### src/rtl/fb_pkg.sv
// -----------------------------------------------------------------------------
// fb_pkg
// Shared definitions for the frame-buffer scanout path: default geometry and
// bus widths, the RGB555 pixel layout, the stream tag bundle and the scanout
// FSM state encoding.
// -----------------------------------------------------------------------------
package fb_pkg;

  localparam int FB_DATA_W = 15;
  localparam int FB_ADDR_W = 16;
  localparam int FB_H      = 240;
  localparam int FB_V      = 160;

  // RGB555 pixel as stored in the frame buffer.
  typedef struct packed {
    logic [4:0] r;
    logic [4:0] g;
    logic [4:0] b;
  } pixel_t;

  // Stream markers travelling alongside each pixel word.
  typedef struct packed {
    logic sof;
    logic eol;
    logic eof;
  } pix_tag_t;

  typedef enum logic [1:0] {
    IDLE,
    FETCH,
    DRAIN
  } scan_state_t;

endpackage

### src/rtl/fb_skid_fifo.sv
// -----------------------------------------------------------------------------
// fb_skid_fifo
// Two-entry FIFO holding pixel words plus their sof/eol/eof tags. It absorbs
// the one read already in flight when the stream stalls.
//
// Ports:
//   clk, rst_n    clock, asynchronous active-low reset
//   push_i        write push_data_i/push_tag_i this cycle
//   pop_i         consume the head entry (ignored when empty)
//   head_data_o   head pixel word
//   head_tag_o    head tags
//   valid_o       FIFO not empty
//   count_o       number of stored entries (0..2)
// -----------------------------------------------------------------------------
module fb_skid_fifo
  import fb_pkg::*;
#(
  parameter int DATA_WIDTH = FB_DATA_W
) (
  input  logic                  clk,
  input  logic                  rst_n,
  input  logic                  push_i,
  input  logic [DATA_WIDTH-1:0] push_data_i,
  input  pix_tag_t              push_tag_i,
  input  logic                  pop_i,
  output logic [DATA_WIDTH-1:0] head_data_o,
  output pix_tag_t              head_tag_o,
  output logic                  valid_o,
  output logic [1:0]            count_o
);

  typedef struct packed {
    logic [DATA_WIDTH-1:0] data;
    pix_tag_t              tag;
  } entry_t;

  entry_t     mem_q [2];
  logic       wr_ptr_q;
  logic       rd_ptr_q;
  logic [1:0] count_q;
  logic       do_pop;

  assign do_pop = pop_i && (count_q != 2'd0);

  always_ff @(posedge clk or negedge rst_n) begin
    if (!rst_n) begin
      // NOTE: the storage is only two entries and is reset so the stream data
      // reads 0 out of reset; a deep RAM-based FIFO would leave it unreset.
      mem_q[0] <= '0;
      mem_q[1] <= '0;
      wr_ptr_q <= 1'b0;
      rd_ptr_q <= 1'b0;
      count_q  <= 2'd0;
    end else begin
      // NOTE: non-blocking assignments keep every update here based on the
      // values from before the edge, so push and pop can share a cycle.
      // When full, wr_ptr_q equals rd_ptr_q: a push with a pop overwrites the
      // head slot that is leaving this very edge.
      if (push_i) begin
        mem_q[wr_ptr_q] <= '{data: push_data_i, tag: push_tag_i};
        wr_ptr_q        <= ~wr_ptr_q;
      end
      if (do_pop) begin
        rd_ptr_q <= ~rd_ptr_q;
      end
      count_q <= count_q + 2'(push_i) - 2'(do_pop);
    end
  end

  assign head_data_o = mem_q[rd_ptr_q].data;
  assign head_tag_o  = mem_q[rd_ptr_q].tag;
  assign valid_o     = (count_q != 2'd0);
  assign count_o     = count_q;

  a_no_overflow : assert property (@(posedge clk) disable iff (!rst_n)
    !(push_i && (count_q == 2'd2) && !pop_i))
    else $error("fb_skid_fifo: push into a full FIFO without a pop");

endmodule

### src/rtl/fb_scanout_reader.sv
// -----------------------------------------------------------------------------
// fb_scanout_reader
// Read-side master for the frame-buffer RAM (registered read port, 1-cycle
// latency). On start it walks the frame in raster order, issues read_addr and
// presents the returned words as a valid/ready pixel stream with sof/eol/eof.
// Reads are credit-limited against a 2-entry skid FIFO, so a stalled stream
// never loses a word already requested from the RAM.
//
// Ports:
//   clk, rst_n    clock, asynchronous active-low reset
//   start         1-cycle pulse, starts a frame scan when idle
//   busy          frame scan in progress
//   read_addr     RAM read address
//   q             RAM read data (valid 1 cycle after read_addr)
//   pix_data      pixel word
//   pix_valid     stream valid
//   pix_ready     stream ready
//   pix_sof       first pixel of the frame
//   pix_eol       last pixel of a line
//   pix_eof       last pixel of the frame
//   swap_req      (FB_SCANOUT_DOUBLE_BUF_EN) sticky bank-swap request
//   disp_bank     (FB_SCANOUT_DOUBLE_BUF_EN) bank being displayed, drives MSB
//
// Build option: define FB_SCANOUT_DOUBLE_BUF_EN for double buffering.
// -----------------------------------------------------------------------------
module fb_scanout_reader
  import fb_pkg::*;
#(
  parameter int DATA_WIDTH = FB_DATA_W,
  parameter int ADDR_WIDTH = FB_ADDR_W,
  parameter int H_PIXELS   = FB_H,
  parameter int V_LINES    = FB_V,
  parameter int BASE_ADDR  = 0
) (
  input  logic                  clk,
  input  logic                  rst_n,
  input  logic                  start,
  output logic                  busy,
  output logic [ADDR_WIDTH-1:0] read_addr,
  input  logic [DATA_WIDTH-1:0] q,
  output logic [DATA_WIDTH-1:0] pix_data,
  output logic                  pix_valid,
  input  logic                  pix_ready,
  output logic                  pix_sof,
  output logic                  pix_eol,
  output logic                  pix_eof
`ifdef FB_SCANOUT_DOUBLE_BUF_EN
  ,
  input  logic                  swap_req,
  output logic                  disp_bank
`endif
);

  localparam int XW = $clog2(H_PIXELS + 1);
  localparam int YW = $clog2(V_LINES + 1);
  localparam logic [XW-1:0]         X_LAST = XW'(H_PIXELS - 1);
  localparam logic [YW-1:0]         Y_LAST = YW'(V_LINES - 1);
  localparam logic [ADDR_WIDTH-1:0] BASE   = ADDR_WIDTH'(BASE_ADDR);

  scan_state_t           state_q;
  logic [XW-1:0]         x_q;
  logic [YW-1:0]         y_q;
  logic [ADDR_WIDTH-1:0] addr_q;
  logic                  busy_q;
  logic                  inflight_q;
  pix_tag_t              inflight_tag_q;

  logic [1:0]            fifo_count;
  logic                  fifo_valid;
  pix_tag_t              head_tag;
  logic                  pop;
  logic                  issue;
  logic                  x_last;
  logic                  start_ok;
  pix_tag_t              issue_tag;

  assign pop      = fifo_valid && pix_ready;
  assign start_ok = start && (state_q == IDLE);
  assign x_last   = (x_q == X_LAST);

  // Credit: words stored plus the word in flight, less the one leaving now,
  // must stay below the FIFO depth for another read to be issued.
  assign issue = (state_q == FETCH) &&
                 (({1'b0, fifo_count} + {2'b00, inflight_q}) < (3'd2 + {2'b00, pop}));

  assign issue_tag.sof = (x_q == '0) && (y_q == '0);
  assign issue_tag.eol = x_last;
  assign issue_tag.eof = x_last && (y_q == Y_LAST);

  always_ff @(posedge clk or negedge rst_n) begin
    if (!rst_n) begin
      state_q        <= IDLE;
      x_q            <= '0;
      y_q            <= '0;
      addr_q         <= BASE;
      busy_q         <= 1'b0;
      inflight_q     <= 1'b0;
      inflight_tag_q <= '0;
    end else begin
      // The word requested this cycle returns on q during the next one.
      inflight_q     <= issue;
      inflight_tag_q <= issue ? issue_tag : '0;

      case (state_q)
        IDLE: begin
          if (start_ok) begin
            x_q     <= '0;
            y_q     <= '0;
            addr_q  <= BASE;
            busy_q  <= 1'b1;
            state_q <= FETCH;
          end
        end
        FETCH: begin
          if (issue) begin
            if (issue_tag.eof) begin
              // Last address stays on read_addr.
              state_q <= DRAIN;
            end else begin
              addr_q <= addr_q + ADDR_WIDTH'(1);
              if (x_last) begin
                x_q <= '0;
                y_q <= y_q + YW'(1);
              end else begin
                x_q <= x_q + XW'(1);
              end
            end
          end
        end
        DRAIN: begin
          // The eof word is the last one requested, so its transfer leaves the
          // FIFO empty with nothing in flight.
          if (pop && head_tag.eof) begin
            busy_q  <= 1'b0;
            state_q <= IDLE;
          end
        end
        default: state_q <= IDLE;
      endcase
    end
  end

  fb_skid_fifo #(
    .DATA_WIDTH (DATA_WIDTH)
  ) u_fifo (
    .clk         (clk),
    .rst_n       (rst_n),
    .push_i      (inflight_q),
    .push_data_i (q),
    .push_tag_i  (inflight_tag_q),
    .pop_i       (pop),
    .head_data_o (pix_data),
    .head_tag_o  (head_tag),
    .valid_o     (fifo_valid),
    .count_o     (fifo_count)
  );

  assign busy      = busy_q;
  assign pix_valid = fifo_valid;
  assign pix_sof   = fifo_valid && head_tag.sof;
  assign pix_eol   = fifo_valid && head_tag.eol;
  assign pix_eof   = fifo_valid && head_tag.eof;

`ifdef FB_SCANOUT_DOUBLE_BUF_EN
  logic bank_q;
  logic swap_pend_q;
  logic unused_addr_msb;

  always_ff @(posedge clk or negedge rst_n) begin
    if (!rst_n) begin
      bank_q      <= 1'b0;
      swap_pend_q <= 1'b0;
    end else if (start_ok) begin
      // A request arriving together with start is honoured immediately.
      if (swap_pend_q || swap_req) begin
        bank_q <= ~bank_q;
      end
      swap_pend_q <= 1'b0;
    end else if (swap_req) begin
      swap_pend_q <= 1'b1;
    end
  end

  // The bank replaces the counter MSB, so the scan wraps within one bank.
  assign unused_addr_msb = addr_q[ADDR_WIDTH-1];
  assign read_addr       = {bank_q, addr_q[ADDR_WIDTH-2:0]};
  assign disp_bank       = bank_q;
`else
  assign read_addr = addr_q;
`endif

endmodule

### config.mk
export PLATFORM = sky130hd
export DESIGN_NAME = fb_scanout_reader
export DESIGN_NICKNAME = d
export VERILOG_FILES = /design/src/rtl/fb_pkg.sv /design/src/rtl/fb_skid_fifo.sv /design/src/rtl/fb_scanout_reader.sv
export SDC_FILE = /design/constraint.sdc
export NUM_CORES = 1
export LEC_CHECK = 0
export ABC_AREA = 0
export CELL_PAD_IN_SITES_DETAIL_PLACEMENT = 1
export CELL_PAD_IN_SITES_GLOBAL_PLACEMENT = 2
export CORE_MARGIN = 5
export CORE_UTILIZATION = 36
export CTS_CLUSTER_DIAMETER = 150
export DETAILED_ROUTE_END_ITERATION = 7
export PLACE_DENSITY_LB_ADDON = 0.1
export SYNTH_ARGS = -nofsm -noshare
export SYNTH_HDL_FRONTEND = slang
export SYNTH_HIERARCHICAL = 1
export SYNTH_SLANG_ARGS = --single-unit
### constraint.sdc
create_clock -name clk -period 2.5 [get_ports clk]
set_clock_uncertainty 0.05 [all_clocks]
set_input_delay 0.5 -clock clk [delete_from_list [all_inputs] [get_ports clk]]
set_output_delay 0.5 -clock clk [all_outputs]
set_load 0.01 [all_outputs]
==> run_results.csv, run 1 <==
group,metric,value,unit
synth,synth-compound-area-share,11.8,%
clocking,htree_num_levels,3,
cells_and_area,num_antenna_cells,0,
sta,rsz0062_at_grt,"no",
worst_hold_path,hp-class,"in2async",
sta,tightest_slew,0.839,ns
synth,ys_types,47,
setup_path,r2r-start,"x_q[0]$_DFFE_PN0P_",
cells_and_area,post_route_cells_drive_above_1_share,23.5,%
synth,syn_avg_cell_area,11.2,µm²
setup_path,r2r_slack,0.21,ns
routing,wl_per_cell,16.9,µm
die,die_h,115,µm
routing,drc,0,
synth,syn_inst,352,
clocking,cts_hold_buf,0,
die,core_area,10800,µm²
flow_run,cap_violations,0,
synth,netlist_top_cells_area,"dfrtp_1, mux2_2, o21ai_0, mux2_4, ha_1",
clocking,ctsResizeCount,0,
clocking,clkSlewWorstSetupHoldPaths,0.08,ns
setup_path,required,1.95,ns
sta,worst_slack,0.120,ns
grt,overflow,0,
placed_design,port_buffers,54,
synth,async_reset_ff_share,100,%
clocking,cts_tree,"done",
die,io_pins,55,
sta,min_period_over_period,95.2,%
die,die_area,13100,µm²
clocking,root_buffer,"clkbuf_8",
sta,fmax,420,MHz
routing,routed_wl,9570,µm
placed_design,preCtsSetupSlack,0.0108,ns
sta,finalCriticalPeriod,2.38,ns
routing,dr_total_vias,2907,
grt,grt_max_degree,55,
power_and_ir_drop,finalPower,6190,µW
routing,drt-pass1-iter-count,4,
die,rows,38,
sta,timing.hold.ws,0.00892,ns
placed_design,place.gp.congestion,0.762,
clocking,cts-buffers-inserted,9,
cells_and_area,syn_to_final_growth,26.5,%
setup_path,cp_top_family,"simple AND/OR/NAND/NOR gates",
cells_and_area,final.fill_count,1165,
synth,synth_adder_area_share,2.86,%
sta,finalHoldViolCount,0,
setup_path,cp-start-kind,"register",
synth,synth_top_area_cell,"dfrtp_1",
power_and_ir_drop,power.density,1240,nW/µm²
synth,ys_seq_elements,79,
grt,antenna_found_initial,0,
setup_path,r2r_cells,6,
clocking,post_cts_buffers,0,
die,start_util,36.5,%
setup_path,r2r_end,"y_q[2]$_DFFE_PN0P_",
synth,muxShareOfSynthArea,16.4,%
grt,grt_pass1_wl,16500,µm
synth,yosysMostFrequentCell,"dfrtp_1",
placed_design,hpwl,6730,µm
cells_and_area,postLayoutCoreUtil,46.2,%
synth,syn_nets,380,
routing,ant_nets,0,
synth,synth_xor_area_share,0.889,%
setup_path,slowest_stage,"clkdlybuf4s50_1",
clocking,clock_latency,0.34,ns
setup_path,cp-end-kind,"primary output",
setup_path,arrival,1.83,ns
routing,drt_iter0_markers,139,
routing,via_per_inst,5.15,
clocking,clock_sinks,79,
grt,track_usage,15.7,%
setup_path,crit_path_cell_trace,"or2_2, and2_1, clkdlybuf4s50_1",
power_and_ir_drop,peakVddDrop,0.447,mV
synth,synth-seq-area-share,50.2,%
grt,grt_pass1_vias,3250,
sta,relSlewSlack,44.1,%
setup_path,critPathBufInv,1,
synth,yosysWarnings,6,
sta,final-setup-viol-count,0,
synth,syn-cell-area,3940,µm²
clocking,clock_path_buffers,2,
power_and_ir_drop,p_leak,0.00210,µW
synth,synthSimpleGateAreaFrac,13.8,%
setup_path,cp_max_fo,6,
setup_path,crit_path_max_incr_delay,0.51,ns
status,status,"finished clean",
synth,synth_edf_count,0,
cells_and_area,fin_nets,448,
sta,setup_tns,0,ns
setup_path,critPathKind,"reg2out",
synth,synth_top_area_share,50.2,%
synth,synthTopCellsByCount,"dfrtp_1, mux2_2, o21ai_0",
sta,drv_slew,0,
die,fp.dieW,115,µm
synth,synth_top_family_by_area,"multiplexers",
synth,ys.flop_type,"dfrtp_1",
-- power by group --
part	leakage (µW)	switching [µW]	total (µW)	internal, µW
Combinational	0.000975	1310	2870	1560
Clock	0.000136	478	1300	819
Sequential	0.000991	323	2020	1700
Total	0.00210	2110	6190	4070
-- cell families (layout without fill, tap and decap cells) --
group / count (synthesis) / after routing
flip-flops: 79 / 79
adder cells (fa/ha/maj): 9 / 9
XOR/XNOR: 4 / 4
multiplexers: 54 / 54
buffers and inverters: 24 / 97
AO/OA/AOI/OAI: 78 / 78
AND/OR/NAND/NOR: 104 / 104
-- worst register-to-register path: stages, from the launching register on --
cell	delay, ns
dfrtp_1	0.41
ha_1	0.28
nand4b_4	0.15
or4_4	0.61
and2_2	0.29
nand2_1	0.23
o21ai_0	0.14
-- metrics by stage --
step                      cell area [µm²]  std cells
after detailed placement             4700        549
after global routing                 4990        565
final                                4990        565
after global placement               4700        549
after CTS                            4980        565
after floorplan                      3940        352
-- worst max path at each step --
stage | start | to | slack (ns) | depth (start not counted)
3_5_place_dp | pix_ready | y_q[7]$_DFFE_PN0P_ | 0.01 | 8
4_1_cts | u_fifo/rd_ptr_q$_DFFE_PN0P_ | pix_data[1] | 0.04 | 3
5_1_grt | u_fifo/count_o[1]$_DFF_PN0_ | pix_eof | 0.04 | 3
6_report | u_fifo/count_o[1]$_DFF_PN0_ | pix_eof | 0.12 | 3
2_1_floorplan | x_q[0]$_DFFE_PN0P_ | read_addr[6]$_DFFE_PN0P_ | 0.41 | 8
3_3_place_gp | pix_ready | y_q[7]$_DFFE_PN0P_ | 0.08 | 8
-- final cells by class --
| type | count | area [µm²] | area share, % |
|---|---|---|---|
| Clock buffer | 11 | 151 | 3.04 |
| Clock inverter | 5 | 128 | 2.56 |
| Inverter | 9 | 33.8 | 0.678 |
| Multi-Input combinational cell | 249 | 1810 | 36.3 |
| Sequential cell | 79 | 1980 | 39.7 |
| Tap cell | 140 | 175 | 3.51 |
| Timing Repair Buffer | 72 | 711 | 14.3 |
-- cells in the final DEF, fill, tap and decap left out, types with 2 or more instances in the layout --
cell             instances
nor3_1                   6
buf_12                   3
bufinv_16                4
nor2_1                  24
nand3_1                 13
mux2_2                  44
a211oi_1                 2
clkdlybuf4s50_1         53
and2b_2                  2
nand2_1                 23
nand4_1                  7
nand2b_1                 2
a31oi_1                  6
ha_1                     9
and3_1                   7
nor4_1                   2
a21oi_1                  8
clkbuf_8                11
o21a_1                   2
and2_1                   6
mux2_4                  10
o21ai_1                  2
xor2_1                   2
dfrtp_1                 78
inv_1                    9
o21ai_0                 40
xnor2_1                  2
buf_4                   16
o31ai_1                 12
nand3b_1                 2
-- per-layer routing --
layer / GRT usage, % / wire length [µm]
met1: 20.4 / 4500
met2: 26.3 / 4600
met3: 2.80 / 321
met4: 5.54 / 151
met5: 0 / 0
-- sequential cells by signal, indices dropped and copies added, names as in the netlist --
register         cells
u_fifo/wr_ptr_q      1
inflight_tag_q       3
y_q                  8
state_q              2
busy                 1
read_addr           16
inflight_q           1
u_fifo/rd_ptr_q      1
x_q                  8
u_fifo/mem_q        36
u_fifo/count_o       2
No activity file was read; power rests on OpenSTA's default activity.
==> inputs of run 2 (changes only) <==
--- a/config.mk
+++ b/config.mk
@@ -15,5 +15,4 @@
 export PLACE_DENSITY_LB_ADDON = 0.1
 export SYNTH_ARGS = -nofsm -noshare
 export SYNTH_HDL_FRONTEND = slang
-export SYNTH_HIERARCHICAL = 1
 export SYNTH_SLANG_ARGS = --single-unit
==> run 2 against run 1 <==
Net effect: critical path depth up 1; critical endpoint unchanged; global-route usage is 0.80 points higher; combinational power is 3% lower; sequential share of layout area about the same; highest routed layer unchanged; register-to-register slack barely moved; sequential power about the same; setup slack gained 0.0047 ns; die area is 0.20% higher.
==> run_results.csv, run 2 <==
group,metric,value,unit
status,status,"finished clean",
cells_and_area,final.fill_count,1171,
sta,finalHoldViolCount,0,
routing,drt_iter0_markers,140,
synth,synth_top_area_cell,"dfrtp_1",
die,fp.dieW,115,µm
setup_path,required,1.95,ns
synth,synth_top_area_share,50.1,%
power_and_ir_drop,p_leak,0.00204,µW
placed_design,port_buffers,54,
sta,worst_slack,0.124,ns
grt,grt_pass1_wl,17300,µm
clocking,htree_num_levels,3,
grt,antenna_found_initial,0,
cells_and_area,num_antenna_cells,0,
clocking,root_buffer,"clkbuf_8",
placed_design,place.gp.congestion,0.788,
flow_run,cap_violations,0,
die,rows,38,
setup_path,cp-start-kind,"register",
routing,wl_per_cell,18.0,µm
clocking,cts-buffers-inserted,9,
grt,overflow,0,
synth,ys_seq_elements,79,
synth,synth_edf_count,0,
cells_and_area,regMostFlops,"u_fifo.mem_q",
placed_design,preCtsSetupSlack,-0.158,ns
clocking,post_cts_buffers,0,
clocking,cts_tree,"done",
routing,dr_total_vias,3086,
synth,yosysMostFrequentCell,"dfrtp_1",
routing,via_per_inst,5.38,
routing,ant_nets,0,
synth,yosysWarnings,0,
setup_path,arrival,1.83,ns
setup_path,r2r_cells,7,
die,core_area,10800,µm²
synth,syn_inst,357,
synth,netlist_top_cells_area,"dfrtp_1, mux2_2, o31ai_1, ha_1, nor2_1",
synth,ys.flop_type,"dfrtp_1",
clocking,clock_latency,0.34,ns
sta,relSlewSlack,51.3,%
setup_path,critPathKind,"reg2out",
synth,syn-cell-area,3950,µm²
setup_path,cp_max_fo,11,
routing,drc,0,
sta,fmax,421,MHz
worst_hold_path,hp-class,"in2async",
grt,grt_max_degree,56,
sta,tightest_slew,0.731,ns
routing,drt-pass1-iter-count,4,
cells_and_area,fin_area,4990,µm²
die,start_util,36.6,%
sta,finalCriticalPeriod,2.38,ns
clocking,clock_path_buffers,2,
power_and_ir_drop,power.density,1170,nW/µm²
placed_design,hpwl,7310,µm
cells_and_area,fin_nets,457,
setup_path,cp-end-kind,"primary output",
grt,track_usage,16.5,%
cells_and_area,post_route_cells_drive_above_1_share,22.4,%
sta,drv_slew,0,
clocking,clkSlewWorstSetupHoldPaths,0.09,ns
sta,rsz0062_at_grt,"no",
cells_and_area,most-common-layout-cells,"dfrtp_1, clkdlybuf4s50_1, mux2_2",
sta,min_period_over_period,95.0,%
die,die_h,115,µm
synth,synthTopCellsByCount,"dfrtp_1, mux2_2, o31ai_1",
synth,ys_types,48,
sta,final-setup-viol-count,0,
synth,syn_avg_cell_area,11.1,µm²
cells_and_area,largest_reg_flops,36,
cells_and_area,multi_input_area,1840,µm²
clocking,ctsResizeCount,0,
power_and_ir_drop,peakVddDrop,0.623,mV
cells_and_area,regArea,1980,µm²
synth,syn_nets,385,
clocking,cts_hold_buf,0,
die,io_pins,55,
die,die_area,13200,µm²
cells_and_area,layout_commonest_cell,"dfrtp_1",
clocking,clock_sinks,79,
routing,routed_wl,10300,µm
grt,grt_pass1_vias,3336,
synth,synth-seq-area-share,50.1,%
cells_and_area,syn_to_final_growth,26.3,%
placed_design,place_area,4770,µm²
synth,async_reset_ff_share,100,%
[run 2: cell types whose count changed after synthesis, sizes merged, moves of 4 or more]
| cell | change |
|---|---|
| inv | +5 |
| and3 | -6 |
| and2 | -6 |
| o41ai | +5 |
| o31ai | +20 |
| nor3 | +4 |
| o21ai | -22 |
[run 2: cells by family after synthesis]
family / after synthesis / synth area share, %
xor gates and xnor gates: 4 / 0.887
muxes: 54 / 15.3
buffers and inverters: 30 / 3.52
DFF: 79 / 50.1
AOI/OAI and AO/OA: 84 / 14.6
and+or+nand+nor: 97 / 12.8
adders and majority gates: 9 / 2.85
[run 2: final cells by class]
type,count,area share (%)
Multi-Input combinational cell,248,36.9
Tap cell,140,3.51
Sequential cell,79,39.6
Clock inverter,7,1.93
Timing Repair Buffer,77,14.5
Clock buffer,9,2.48
Inverter,14,1.05
[run 2: path summary, 6_finish.rpt]
kind | to | slack (ns) | start
setup / recovery | pix_eof | 0.12 | u_fifo.rd_ptr_q$_DFFE_PN0P_
hold / removal | inflight_tag_q[0]$_DFF_PN0_ | 0.16 | rst_n
setup reg to reg | read_addr[14]$_DFFE_PN0P_ | 0.22 | x_q[0]$_DFFE_PN0P_
hold reg to reg | u_fifo.mem_q[15]$_DFFE_PN0P_ | 0.45 | u_fifo.mem_q[15]$_DFFE_PN0P_
max in group asynchronous | read_addr[9]$_DFFE_PN0P_ | 1.67 | rst_n
min in group clk | u_fifo.mem_q[15]$_DFFE_PN0P_ | 0.45 | u_fifo.mem_q[15]$_DFFE_PN0P_
[run 2: through the flow]
step                setup TNS (ns)  cells  hold slack, ns  util [%]  power [µW]
global route                     0    574           0.204      46.2        6250
CTS                              0    574           0.177      46.2        5930
global placement                 0    558           0.426      44.2        4760
finish                           0    574           0.156      46.2        5850
detailed placement          -0.166    558           0.438      44.2        4840
floorplan                        0    357           0.154         -        3600
[run 2: power by group]
part	leakage (µW)	switching, µW	total, µW	internal (µW)
combinational	0.000947	1360	2790	1430
sequential	0.000993	309	2000	1690
clock	0.000102	496	1060	564
total	0.00204	2160	5850	3680
[run 2: routing by layer]
layer	wire (µm)	global-route usage [%]
met1	4860	22.4
met2	5000	27.5
met3	387	3.21
met4	72	3.99
met5	0	0
[run 2: worst max-delay path: stages, from the launching register on]
cell and delay, ns:
dfrtp_1 0.35, buf_4 0.22, mux2i_1 0.34, nor2_1 0.09, clkdlybuf4s50_1 0.49
==> inputs of run 3 (changes only) <==
--- a/config.mk
+++ b/config.mk
@@ -12,6 +12,8 @@
 export CORE_UTILIZATION = 36
 export CTS_CLUSTER_DIAMETER = 150
 export DETAILED_ROUTE_END_ITERATION = 7
+export GPL_TIMING_DRIVEN = 1
+export HOLD_SLACK_MARGIN = 0.1
 export PLACE_DENSITY_LB_ADDON = 0.1
 export SYNTH_ARGS = -nofsm -noshare
 export SYNTH_HDL_FRONTEND = slang
==> results of run 3 <==
Same layout as run 2: the final DEF is identical, and so are final timing and power.
